File: config.mk
export PLATFORM = sky130hd
export DESIGN_NAME = spi_slave_dispatch_flat
export DESIGN_NICKNAME = d
export VERILOG_FILES = /design/src/rtl/spi_slave_dispatch_if.sv /design/src/rtl/spi_slave_dispatch.sv /design/src/flat_wrapper.sv
export SDC_FILE = /design/constraint.sdc
export NUM_CORES = 1
export LEC_CHECK = 0
export ABC_AREA = 1
export BUFFER_PORTS_ARGS = -buffer_cell sky130_fd_sc_hd__buf_2
export CORE_ASPECT_RATIO = 1.5
export CORE_MARGIN = 8
export CORE_UTILIZATION = 50
export CTS_CLUSTER_SIZE = 10
export DETAILED_ROUTE_END_ITERATION = 10
export GPL_TIMING_DRIVEN = 0
export PLACE_DENSITY = 0.78
export SYNTH_ARGS = -nofsm -noshare
export SYNTH_HDL_FRONTEND = slang
export SYNTH_SLANG_ARGS = --single-unit
File: constraint.sdc
create_clock -name clk -period 2.7 [get_ports clk]
set_input_delay 0.27 -clock clk [delete_from_list [all_inputs] [get_ports clk]]
set_output_delay 0.27 -clock clk [all_outputs]
set_load 0.01 [all_outputs]
File: src/rtl/spi_slave_dispatch_if.sv
// Bundle of SPI pin, status and target-side signals for spi_slave_dispatch.
// The slave modport is the dispatcher's view; master is the driving side
// (pins, status source and downstream targets).
interface spi_slave_dispatch_if #(
  parameter int NT = 4
);
  logic          spi_sck;
  logic          spi_cs_n;
  logic          spi_mosi;
  logic          spi_miso;
  logic [7:0]    status;
  logic          rising;
  logic          falling;
  logic          si;
  logic          reset_flag;
  logic [NT-1:0] sel;
  logic [NT-1:0] so_in;
  logic [7:0]    cmd;
  logic          cmd_valid;

  modport slave (
    input  spi_sck, spi_cs_n, spi_mosi, status, so_in,
    output spi_miso, rising, falling, si, reset_flag, sel, cmd, cmd_valid
  );

  modport master (
    output spi_sck, spi_cs_n, spi_mosi, status, so_in,
    input  spi_miso, rising, falling, si, reset_flag, sel, cmd, cmd_valid
  );
endinterface

File: src/rtl/spi_slave_dispatch.sv
// SPI mode-0 slave front end. Synchronises the raw pins into clk, produces
// SCK edge strobes and a per-transaction reset_flag, decodes the first byte
// of each transaction as a command and routes one target onto MISO.
module spi_slave_dispatch #(
  parameter int NT   = 4,
  parameter int SYNC = 2
) (
  input  logic                 clk,
  input  logic                 reset_n,
  spi_slave_dispatch_if.slave  bus
);

  localparam logic [1:0] ST_IDLE     = 2'd0;
  localparam logic [1:0] ST_CMD      = 2'd1;
  localparam logic [1:0] ST_DISPATCH = 2'd2;
  localparam logic [1:0] ST_DRAIN    = 2'd3;

  // Pin synchronisers and edge-detect history
  logic [SYNC-1:0] sck_sync;
  logic [SYNC-1:0] cs_sync;
  logic [SYNC-1:0] mosi_sync;
  logic [SYNC-1:0] fill;
  logic            sck_d;
  logic            cs_d;
  logic            armed;

  logic sck_s, cs_s, mosi_s;
  logic cs_act, cs_fall, cs_rise;

  // Registered outputs
  logic          rising_q;
  logic          falling_q;
  logic          si_q;
  logic          reset_flag_q;
  logic          cmd_valid_q;
  logic          miso_q;
  logic [NT-1:0] sel_q;
  logic [7:0]    cmd_q;

  // FSM state
  logic [1:0] state;
  logic [2:0] bit_cnt;
  logic [7:0] cmd_sr;
  logic [7:0] stat_sr;

  // Command decode
  logic [7:0]    cmd_byte;
  logic          cmd_ok;
  logic [NT-1:0] tgt_sel;
  logic          tgt_so;

  assign sck_s  = sck_sync[SYNC-1];
  assign cs_s   = cs_sync[SYNC-1];
  assign mosi_s = mosi_sync[SYNC-1];

  // The synchroniser's reset value for CS is only a stand-in for the pin.
  // Until the chain has refilled and shown CS high, a low CS is a leftover
  // of a transaction cut by reset and must not start a new one.
  assign cs_act  = ~cs_s & armed;
  assign cs_fall = cs_d & ~cs_s & armed;
  assign cs_rise = cs_s & ~cs_d;

  // Synchronise pins into clk and remember the previous synchronised levels
  always_ff @(posedge clk) begin
    // NOTE: every clocked assignment is non-blocking so that all flops in the
    // chain sample the values from before the edge; blocking here would
    // collapse the synchroniser into a single stage.
    if (!reset_n) begin
      sck_sync  <= '0;
      cs_sync   <= '1;
      mosi_sync <= '0;
      fill      <= '0;
      sck_d     <= 1'b0;
      cs_d      <= 1'b1;
      armed     <= 1'b0;
    end else begin
      sck_sync  <= {sck_sync[SYNC-2:0], bus.spi_sck};
      cs_sync   <= {cs_sync[SYNC-2:0], bus.spi_cs_n};
      mosi_sync <= {mosi_sync[SYNC-2:0], bus.spi_mosi};
      fill      <= {fill[SYNC-2:0], 1'b1};
      sck_d     <= sck_s;
      cs_d      <= cs_s;
      if (cs_s && fill[SYNC-1]) armed <= 1'b1;
    end
  end

  // Registered SCK edge strobes, aligned MOSI sample and transaction pulse
  always_ff @(posedge clk) begin
    if (!reset_n) begin
      rising_q     <= 1'b0;
      falling_q    <= 1'b0;
      si_q         <= 1'b0;
      reset_flag_q <= 1'b0;
    end else begin
      rising_q     <= sck_s & ~sck_d & cs_act;
      falling_q    <= ~sck_s & sck_d & cs_act;
      si_q         <= mosi_s;
      reset_flag_q <= cs_fall;
    end
  end

  // Assemble the command byte and decode the selected target
  always_comb begin
    // NOTE: each output of this block gets a default before any branch, so
    // no path leaves a value unassigned and no latch is inferred.
    cmd_byte = {cmd_sr[6:0], si_q};
    cmd_ok   = cmd_byte[7] && ({1'b0, cmd_byte[2:0]} < 4'(NT));
    tgt_sel  = '0;
    tgt_so   = 1'b0;
    for (int i = 0; i < NT; i++) begin
      if (cmd_q[2:0] == 3'(i)) begin
        tgt_sel[i] = 1'b1;
        tgt_so     = bus.so_in[i];
      end
    end
  end

  // Transaction FSM: command capture, target dispatch and MISO drive
  always_ff @(posedge clk) begin
    if (!reset_n) begin
      state       <= ST_IDLE;
      bit_cnt     <= 3'd0;
      cmd_sr      <= 8'h00;
      stat_sr     <= 8'h00;
      cmd_q       <= 8'h00;
      cmd_valid_q <= 1'b0;
      sel_q       <= '0;
      miso_q      <= 1'b0;
    end else begin
      cmd_valid_q <= 1'b0;
      if (cs_rise) begin
        // CS released: abandon whatever was in progress, partial bytes included
        state  <= ST_IDLE;
        sel_q  <= '0;
        miso_q <= 1'b0;
      end else begin
        case (state)
          ST_IDLE: begin
            if (cs_fall) begin
              state   <= ST_CMD;
              stat_sr <= bus.status;
              miso_q  <= bus.status[7];
              bit_cnt <= 3'd0;
              cmd_sr  <= 8'h00;
            end
          end
          ST_CMD: begin
            if (rising_q) begin
              cmd_sr <= cmd_byte;
              if (bit_cnt == 3'd7) begin
                // Counter stays at 7 so later bytes cannot re-enter CMD
                cmd_q <= cmd_byte;
                if (cmd_ok) begin
                  cmd_valid_q <= 1'b1;
                  state       <= ST_DISPATCH;
                end else begin
                  state <= ST_DRAIN;
                end
              end else begin
                bit_cnt <= bit_cnt + 3'd1;
              end
            end
            if (falling_q) begin
              // Mode 0: next status bit goes out on the falling edge, MSB first
              stat_sr <= {stat_sr[6:0], 1'b0};
              miso_q  <= stat_sr[6];
            end
          end
          ST_DISPATCH: begin
            sel_q  <= tgt_sel;
            miso_q <= tgt_so;
          end
          ST_DRAIN: begin
            sel_q  <= '0;
            miso_q <= 1'b0;
          end
          default: begin
            state  <= ST_IDLE;
            sel_q  <= '0;
            miso_q <= 1'b0;
          end
        endcase
      end
    end
  end

  assign bus.rising     = rising_q;
  assign bus.falling    = falling_q;
  assign bus.si         = si_q;
  assign bus.reset_flag = reset_flag_q;
  assign bus.cmd_valid  = cmd_valid_q;
  assign bus.cmd        = cmd_q;
  assign bus.sel        = sel_q;
  assign bus.spi_miso   = miso_q;

endmodule

File: src/flat_wrapper.sv
// flat-port wrapper written by rule: the top's interface ports become plain ports
module spi_slave_dispatch_flat 
#(
  parameter int NT   = 4,
  parameter int SYNC = 2
)
  (clk, reset_n, bus_spi_sck, bus_spi_cs_n, bus_spi_mosi, bus_status, bus_so_in, bus_spi_miso, bus_rising, bus_falling, bus_si, bus_reset_flag, bus_sel, bus_cmd, bus_cmd_valid);
  spi_slave_dispatch_if #(.NT(NT)) bus_i ();
  input  logic clk;
  input  logic reset_n;
  input wire logic [$bits(bus_i.spi_sck)-1:0] bus_spi_sck;
  input wire logic [$bits(bus_i.spi_cs_n)-1:0] bus_spi_cs_n;
  input wire logic [$bits(bus_i.spi_mosi)-1:0] bus_spi_mosi;
  input wire logic [$bits(bus_i.status)-1:0] bus_status;
  input wire logic [$bits(bus_i.so_in)-1:0] bus_so_in;
  output wire logic [$bits(bus_i.spi_miso)-1:0] bus_spi_miso;
  output wire logic [$bits(bus_i.rising)-1:0] bus_rising;
  output wire logic [$bits(bus_i.falling)-1:0] bus_falling;
  output wire logic [$bits(bus_i.si)-1:0] bus_si;
  output wire logic [$bits(bus_i.reset_flag)-1:0] bus_reset_flag;
  output wire logic [$bits(bus_i.sel)-1:0] bus_sel;
  output wire logic [$bits(bus_i.cmd)-1:0] bus_cmd;
  output wire logic [$bits(bus_i.cmd_valid)-1:0] bus_cmd_valid;
  assign bus_i.spi_sck = bus_spi_sck;
  assign bus_i.spi_cs_n = bus_spi_cs_n;
  assign bus_i.spi_mosi = bus_spi_mosi;
  assign bus_i.status = bus_status;
  assign bus_i.so_in = bus_so_in;
  assign bus_spi_miso = bus_i.spi_miso;
  assign bus_rising = bus_i.rising;
  assign bus_falling = bus_i.falling;
  assign bus_si = bus_i.si;
  assign bus_reset_flag = bus_i.reset_flag;
  assign bus_sel = bus_i.sel;
  assign bus_cmd = bus_i.cmd;
  assign bus_cmd_valid = bus_i.cmd_valid;
  spi_slave_dispatch #(.NT(NT), .SYNC(SYNC)) u_core (.clk(clk), .reset_n(reset_n), .bus(bus_i));
endmodule
==> results of run 1 <==
## power by group
part | internal, W | leakage, nW | switching (W)
Combinational | 0.0000618 | 0.690 | 0.000107
Clock | 0.000275 | 0.0552 | 0.000227
Sequential | 0.000736 | 0.390 | 0.0000132
## tightest hold or removal path: stages
cell     delay [ns]
buf_2          0.08
nand2_1        0.04
inv_1          0.04
## registers in the layout, indices dropped and copies added (netlist names)
| signal | cells |
|---|---|
| u_core.bus.cmd | 8 |
| u_core.cmd_sr | 7 |
| u_core.stat_sr | 7 |
| u_core.bus.sel | 4 |
| u_core.bit_cnt | 3 |
| u_core.cs_sync | 2 |
| u_core.fill | 2 |
| u_core.mosi_sync | 2 |
| u_core.sck_sync | 2 |
| u_core.state | 2 |
| u_core.armed | 1 |
| u_core.bus.cmd_valid | 1 |
| u_core.bus.falling | 1 |
| u_core.bus.reset_flag | 1 |
| u_core.bus.rising | 1 |
| u_core.bus.si | 1 |
| u_core.bus.spi_miso | 1 |
| u_core.cs_d | 1 |
| u_core.sck_d | 1 |
## kinds of logic after synthesis
| kind of cell | share of synthesized area [%] |
|---|---|
| AO/OA/AOI/OAI | 8.60 |
| adder cells (fa/ha/maj) | 1.26 |
| buffers and inverters | 9.86 |
| flip-flops | 48.2 |
| AND/OR/NAND/NOR | 32.1 |
## final timing paths
kind                       from                 end  slack, ns  cells past startpoint
max           u_core.bit_cnt[0]   u_core.bus.cmd[2]       1.14                      8
min                 bus_spi_sck  u_core.sck_sync[0]       0.15                      3
max reg2reg   u_core.bit_cnt[0]   u_core.bus.cmd[2]       1.14                      8
min reg2reg  u_core.sck_sync[0]  u_core.sck_sync[1]       0.42                      2
## Yosys cell counts, drive strengths merged
cell,instances,area [um2]
o21a,1,7.51
nor4,1,6.26
clkbuf,1,3.75
ha,2,25.0
buf,8,57.6
or2,2,12.5
inv,36,135
nand2,74,300
a21oi,20,100
dfxtp,48,961
nor3,4,20.0
o21ai,12,63.8
nand3,9,45.0
nand4,14,103
nor2,36,153
## routing by layer
| metal | part of all wire, % | track usage, % | vias up |
|---|---|---|---|
| met2 | 54 | 25.8 | 25 |
| met5 | 0 | 0 | - |
| met3 | 3.5 | 2.87 | 7 |
| met1 | 41 | 16.1 | 801 |
| met4 | 1.9 | 6.48 | 0 |
| li1 | - | - | 934 |
## per-stage QoR
| stage | utilization (%) | total power [W] |
|---|---|---|
| 3_5_place_dp | 57.1 | 0.000933 |
| 6_report | 59.8 | 0.00142 |
| 5_1_grt | 59.8 | 0.00149 |
| 2_1_floorplan | - | 0.000889 |
| 3_3_place_gp | 57.1 | 0.000928 |
| 4_1_cts | 59.8 | 0.00143 |
## final cells by class
class / count / area (um2)
inverter: 36 / 135
timing repair buffer: 34 / 170
tap: 45 / 56.3
clock inverter: 2 / 35.0
multi-input combinational: 175 / 836
clock buffer: 6 / 72.6
fill: 379 / 1560
sequential: 48 / 961
buffer: 9 / 61.3
==> results_dict.tcl, run 1 <==
set metrics [dict create \
    status "complete, no violations" \
    crit_top_cell "ha_1" \
    wl_per_cell_um 12.0 \
    gp_congestion 0.861 \
    insertion_delay_ns 0.30 \
    cp_top_family "simple AND/OR/NAND/NOR gates" \
    setup_ws_ns 1.14 \
    fp-row-count 28 \
    worstSetupStartpointType "flip-flop" \
    cp.arrival_ns 1.75 \
    synth_cell_types 25 \
    hold_ws_ns 0.151 \
    grt_use_total_pct 14.6 \
    numCtsBuffers 5 \
    cp_slowest_stage_delay_ns 0.35 \
    drtIter0Drc 72 \
    path_max_fanout 10 \
    die_y_um 93.3 \
    maxCapViolCount 0 \
    clkSlewWorstSetupHoldPaths_ns 0.08 \
    ctsHoldBuffers 0 \
    slew_headroom_pct 71.7 \
    clockBufferDepth 2 \
    placed_cells 347 \
    avgSynthCellArea_um2 7.44 \
    antennaDiodeCount 0 \
    grt_pass1_vias 1701 \
    ys_ff_latch 48 \
    wl_mm 4.27 \
    peakVddDrop_mv 0.504 \
    final_cell_mix "nand2_1 (69), dfxtp_1 (48), buf_2 (38), inv_1 (34), nor2_1 (33)" \
    power.leakage_nw 1.14 \
    firstDrtPassIters 4 \
    clock_sinks 48 \
    cp.required_ns 2.89 \
    nets 328 \
    hold_class "in2reg" \
    numPortBuffers 34 \
    drc 0 \
    vias 1767 \
    core-area_um2 3890 \
    die_w_um 67.6 \
    post-route-period-util_pct 57.7 \
    final_common_cell "nand2_1" \
    fin_area_um2 2330 \
    seq_area_frac_synth_pct 48.2 \
    synth_warnings 0 \
    dpl.hpwl_mm 3.13 \
    layoutNonFillerInstCount 355 \
    cts.htree.levels 2 \
    die_area_um2 6300 \
    synth.net_count 287 \
    grt_pass1_wl_mm 7.31 \
    cts-root-buf "clkbuf_8" \
    finalSetupViolations 0 \
    antenna_found_initial 0 \
    postPlaceCellArea_um2 2220 \
    cts_tree "built" \
    overflow 0 \
    skew_ns 0.00257 \
    tightest_slew_ns 0.424 \
    ioPinCount 35 \
    slew_violations 0 \
    endpoint_kind "flip-flop" \
    synth_cells 268 \
    initial_utilization_pct 51.3 \
    fin_crit_ns 1.56 \
    post-place-ws_ns 1.20 \
    cts_resized 0 \
    netlist_area_um2 1990 \
    worst-path-buf-inv 1 \
    syn2layout_area_growth_pct 16.8 \
    power.density_nw_per_um2 610 \
    rsz0062_at_grt "false" \
    hold_viol_final 0 \
    critical_path.cell_chain "ha_1 > ha_1 > nand2_1 > nor2_4 > nand2_2 > buf_6 > o21ai_1 > a21oi_1" \
    viasPerCell 4.98 \
    worstSetupPathType "reg2reg" \
    crit_slowest_cell "dfxtp_1" \
    layout-drive-gt1-share_pct 20.3 \
    tns_ns 0 \
    postCtsSetupBuffers 0 \
    ant_nets 0 \
    grt_max_degree 15 \
    clock.fmax_ghz 0.642 \
]
Note: power is estimated with default switching activity, not from simulation.
==> run 2: changes to the inputs <==
--- a/config.mk
+++ b/config.mk
@@ -5,15 +5,15 @@
 export SDC_FILE = /design/constraint.sdc
 export NUM_CORES = 1
 export LEC_CHECK = 0
-export ABC_AREA = 1
+export ABC_AREA = 0
 export BUFFER_PORTS_ARGS = -buffer_cell sky130_fd_sc_hd__buf_2
 export CORE_ASPECT_RATIO = 1.5
 export CORE_MARGIN = 8
-export CORE_UTILIZATION = 50
+export CORE_UTILIZATION = 49
 export CTS_CLUSTER_SIZE = 10
 export DETAILED_ROUTE_END_ITERATION = 10
 export GPL_TIMING_DRIVEN = 0
-export PLACE_DENSITY = 0.78
+export PLACE_DENSITY = 0.79
 export SYNTH_ARGS = -nofsm -noshare
 export SYNTH_HDL_FRONTEND = slang
 export SYNTH_SLANG_ARGS = --single-unit
==> constraint.sdc (replaced) <==
create_clock -name clk -period 1.35 [get_ports clk]
set_input_delay 0.135 -clock clk [delete_from_list [all_inputs] [get_ports clk]]
set_output_delay 0.135 -clock clk [all_outputs]
set_load 0.01 [all_outputs]
==> results_dict.tcl, run 2 <==
set metrics [dict create \
    status "finished, violations left" \
    failed_checks "negative setup slack" \
    netlist.area_leader.share_pct 50.5 \
    rsz0062_at_grt "true" \
    largest_reg_flops 8 \
    power.density_nw_per_um2 978 \
    cts_tree "built" \
    final_cell_mix "dfxtp_1 (42), buf_2 (35), nand2_1 (17), nand3_1 (14), mux2i_1 (13)" \
    numPortBuffers 34 \
    antennaDiodeCount 0 \
    ys_async_sr_fraction_pct 0 \
    peakVddDrop_mv 1.00 \
    skew_ns 0.00960 \
    cts.htree.levels 2 \
    finalSetupViolations 17 \
    power.leakage_nw 0.946 \
    ys_ff_latch 48 \
    crit_cells 5 \
    ant_nets 0 \
    final_common_cell "dfxtp_1" \
    synth_cell_types 41 \
    grt_pass1_vias 1698 \
    wl_mm 4.73 \
    core-area_um2 3680 \
    clockBufferDepth 2 \
    initial_utilization_pct 51.6 \
    syn2layout_area_growth_pct 27.3 \
    synth_warnings 0 \
    insertion_delay_ns 0.30 \
    tns_ns -1.14 \
    hold_depth 2 \
    drtIter0Drc 68 \
    layout-drive-gt1-share_pct 32.8 \
    cp_top_family "simple AND/OR/NAND/NOR gates" \
    firstDrtPassIters 4 \
    numCtsBuffers 5 \
    antenna_found_initial 0 \
    fp-row-count 27 \
    hold_class "in2reg" \
    ioPinCount 35 \
    post-route-period-util_pct 108 \
    die_area_um2 6170 \
    avgSynthCellArea_um2 9.65 \
    slew_violations 0 \
    grt_use_total_pct 15.7 \
    ys.flop_type "dfxtp_1" \
    r2r_cells 5 \
    cp_slowest_stage_delay_ns 0.40 \
    hold_viol_final 0 \
    synth_most_common_cell "dfxtp_1" \
    synth.top_cells.by_count "dfxtp_1 (48), nand2_1 (18), o21ai_0 (16), nand3_1 (15), mux2i_1 (13)" \
    tightest_slew_ns 0.525 \
    die_y_um 92.3 \
    clock_sinks 48 \
    grt_max_degree 14 \
    grt_pass1_wl_mm 7.78 \
    fillers 323 \
    overflow 0 \
    cts-root-buf "clkbuf_8" \
    rrSetupSlack_ns -0.11 \
    endpoint_kind "flip-flop" \
    fin_crit_ns 1.46 \
    clkSlewWorstSetupHoldPaths_ns 0.08 \
    seq_area_frac_synth_pct 50.5 \
    cp.required_ns 1.58 \
    cp.arrival_ns 1.69 \
    drc 0 \
    netlist_area_um2 1900 \
    slew_headroom_pct 65.0 \
    worstSetupStartpointType "flip-flop" \
    post-place-ws_ns -0.215 \
    die_w_um 66.9 \
    viasPerCell 5.61 \
    synth_area_leaders "dfxtp_1 (51%), mux2i_1 (6.8%), o21ai_0 (4.2%)" \
    nets 269 \
    wl_per_cell_um 16.1 \
    vias 1644 \
    clock.fmax_ghz 0.687 \
    synth_cells 197 \
    critical_path.cell_chain "and4bb_4 > a31oi_4 > buf_6 > or3_1 > a21boi_1" \
    crit_slowest_cell "and4bb_4" \
    gp_congestion 0.836 \
    synth_top_area_cell "dfxtp_1" \
    worst-path-buf-inv 1 \
    synth.net_count 216 \
    path_max_fanout 5 \
    hold_ws_ns 0.0140 \
    synth_edf_count 0 \
    p_total_w 0.00237 \
    maxCapViolCount 0 \
    dpl.hpwl_mm 3.03 \
    worstSetupPathType "reg2reg" \
    setup_ws_ns -0.106 \
]
-- run 2: power by group --
group	internal [W]	total [W]	leakage (nW)	switching, W
combinational	0.0000617	0.000131	0.513	0.0000697
sequential	0.00143	0.00144	0.392	0.00000955
clock	0.000353	0.000796	0.0410	0.000443
total	0.00185	0.00237	0.946	0.000522
-- run 2: worst paths after layout --
check                                  startpoint                 to
worst min register to register       u_core.sck_d  u_core.bus.rising
worst min-delay path                 bus_spi_cs_n  u_core.cs_sync[0]
worst max register to register  u_core.cs_sync[1]  u_core.stat_sr[1]
worst max-delay path            u_core.cs_sync[1]  u_core.stat_sr[1]
-- run 2: kinds of logic (layout without fill, tap and decap cells) --
kind of cell | Yosys count | in the layout | synth area share, %
adder cells (fa/ha/maj) | 2 | 2 | 1.32
AND/OR/NAND/NOR | 80 | 80 | 23.2
flip-flops | 48 | 48 | 50.5
buffers and inverters | 16 | 69 | 4.08
AO/OA/AOI/OAI | 37 | 37 | 12.9
multiplexers | 14 | 14 | 8.03
-- run 2: stage by stage --
stage,instance area [um2],cells,utilization (%)
floorplan,1950,197,-
global placement,2170,274,59.0
detailed placement,2170,274,59.0
CTS,2390,293,65.0
global route,2420,293,65.7
finish,2420,293,65.7
-- run 2: final cells by class --
cell class | count | area, um2 | share of cell area (%)
Sequential cell | 48 | 973 | 40.2
Clock buffer | 6 | 72.6 | 3.00
Timing Repair Buffer | 47 | 285 | 11.8
Buffer | 12 | 75.1 | 3.10
Clock inverter | 1 | 5.00 | 0.207
Multi-Input combinational cell | 133 | 945 | 39.0
Tap cell | 43 | 53.8 | 2.22
Inverter | 3 | 11.3 | 0.465
-- run 2: repair_timing --
item,CTS,global route
setup buffers,10,0
gates cloned,2,0
endpoints found under the setup margin,31,30
pin swaps,9,4
hold buffers,1,0
endpoints found under the hold margin,1,0
resized for setup,22,15
-- run 2: metal layers --
metal  vias to the layer above  routed length (um)  share of wire, %  track usage (%)
li1                        803                   -                 -                -
met1                       790                1930                41             16.7
met2                        40                2480                52             28.1
met3                        11                 179               3.8             3.38
met4                         0                 142               3.0             7.01
met5                         -                   0                 0                0
==> run 3: changes to the inputs <==
==> constraint.sdc (replaced) <==
create_clock -name clk -period 1.35 [get_ports clk]
set_input_delay 0.135 -clock clk [delete_from_list [all_inputs] [get_ports clk]]
set_output_delay 0.135 -clock clk [all_outputs]
set_load 0.1 [all_outputs]
==> results_dict.tcl, run 3 (same netlist as run 2, synthesis figures left out) <==
set metrics [dict create \
    vias 1664 \
    clkSlewWorstSetupHoldPaths_ns 0.09 \
    numPortBuffers 34 \
    r2r_cells 5 \
    slew_violations 0 \
    postPlaceCellArea_um2 2170 \
    setup_ws_ns -0.136 \
    worstSetupPathType "reg2reg" \
    worstHoldEndpoint "u_core.sck_sync[0]" \
    worstSetupStartpointType "flip-flop" \
    grt_max_degree 16 \
    cp.arrival_ns 1.67 \
    power.density_nw_per_um2 1150 \
    grt_pass1_vias 1728 \
    layoutNonFillerInstCount 297 \
    clockBufferDepth 2 \
    endpoint_kind "flip-flop" \
    peakVddDrop_mv 1.02 \
    wl_mm 4.89 \
    cts.htree.levels 2 \
    hold_ws_ns 0.0272 \
    fin_crit_ns 1.49 \
    fillers 273 \
    overflow 0 \
    hold_viol_final 0 \
    post-place-ws_ns -0.298 \
    ioPinCount 35 \
    r2r-end "u_core.bus.spi_miso" \
    power.leakage_nw 1.01 \
    die_area_um2 6170 \
    firstDrtPassIters 4 \
    placed_cells 274 \
    path_max_fanout 5 \
    cts-root-buf "clkbuf_8" \
    slew_headroom_pct 61.1 \
    failed_checks "negative setup slack" \
    syn2layout_area_growth_pct 36.3 \
    initial_utilization_pct 51.6 \
    clock.fmax_ghz 0.673 \
    cts_tree "built" \
    final_cell_mix "dfxtp_1 (39), buf_2 (34), nand2_1 (17), mux2i_1 (13), buf_4 (12)" \
    post-route-period-util_pct 110 \
    fin_area_um2 2590 \
    layout-drive-gt1-share_pct 37.4 \
    grt_pass1_wl_mm 7.84 \
    rr_startpoint "u_core.cs_sync[1]" \
    cp.required_ns 1.54 \
    drtIter0Drc 96 \
    core-area_um2 3680 \
    hold_path.startpoint "bus_spi_sck" \
    antenna_found_initial 0 \
    antennaDiodeCount 0 \
    dpl.hpwl_mm 3.09 \
    drc 0 \
    nets 272 \
    hold_class "in2reg" \
    p_total_w 0.00299 \
    numCtsBuffers 5 \
    skew_ns 0.00443 \
    largest_reg_flops 8 \
    wl_per_cell_um 16.5 \
    final_common_cell "dfxtp_1" \
    viasPerCell 5.60 \
    clock_sinks 48 \
    ant_nets 0 \
    rrSetupSlack_ns -0.14 \
    status "finished, violations left" \
    rsz0062_at_grt "true" \
    grt_use_total_pct 16.3 \
    die_y_um 92.3 \
    tightest_slew_ns 0.583 \
    gp_congestion 0.842 \
    finalSetupViolations 23 \
    fp-row-count 27 \
    die_w_um 66.9 \
    maxCapViolCount 0 \
    hold_depth 2 \
    insertion_delay_ns 0.31 \
]
-- run 3: worst max-delay path by stage --
stage / slack [ns] / startpoint / depth (start not counted) / to
2_1_floorplan: -0.10 / u_core.bus.rising / 5 / u_core.bus.cmd[5]
3_3_place_gp: -0.24 / u_core.bit_cnt[0] / 7 / u_core.bus.cmd[5]
3_5_place_dp: -0.30 / u_core.bit_cnt[0] / 7 / u_core.bus.cmd[6]
4_1_cts: -0.13 / u_core.state[0] / 5 / u_core.bus.spi_miso
5_1_grt: -0.19 / u_core.cs_sync[1] / 5 / u_core.bus.spi_miso
6_report: -0.14 / u_core.cs_sync[1] / 5 / u_core.bus.spi_miso
-- run 3: metal layers --
layer / GRT usage (%) / wire length [um] / part of all wire [%] / up-vias
met5: 0 / 0 / 0 / -
met4: 8.23 / 117 / 2.4 / 0
met3: 5.19 / 228 / 4.7 / 10
met2: 28.4 / 2610 / 53 / 47
met1: 16.6 / 1930 / 40 / 798
li1: - / - / - / 809
-- run 3: report_power, final --
group          switching, W  leakage (nW)  internal [W]  total (W)
clock network      0.000477        0.0784      0.000925    0.00140
registers         0.0000112         0.395       0.00142    0.00143
logic             0.0000842         0.539     0.0000665   0.000151
total              0.000572          1.01       0.00241    0.00299
-- run 3: critical path, stage by stage, from the launching register on --
cell	delay (ns)
dfxtp_4	0.37
and4bb_4	0.40
buf_6	0.12
or2b_1	0.22
a32oi_1	0.20
nor3_1	0.06
-- run 3: layout make-up --
| type | count | area (um2) | area share [%] |
|---|---|---|---|
| flip-flops and latches | 48 | 990 | 38.2 |
| multi-input cells | 133 | 986 | 38.0 |
| repair buffers | 50 | 317 | 12.2 |
| clock inverters | 3 | 90.1 | 3.48 |
| plain buffers | 12 | 75.1 | 2.90 |
| clock buffers | 5 | 68.8 | 2.66 |
| well taps | 43 | 53.8 | 2.08 |
| inverters | 3 | 11.3 | 0.435 |
-- run 3: what timing repair did --
item	4_1_cts	5_1_grt
buffers inserted	9	4
gates resized for setup	38	17
hold buffers	2	0
pin swaps	17	7
endpoints found under the hold margin	2	0
cloned	1	0
endpoints found under the setup margin	30	28
-- run 3: through the flow --
stage | setup TNS, ns | util (%)
2_1_floorplan | -1.59 | -
3_3_place_gp | -4.28 | 59.0
3_5_place_dp | -4.94 | 59.0
4_1_cts | -0.991 | 68.4
5_1_grt | -2.43 | 70.4
6_report | -1.04 | 70.4
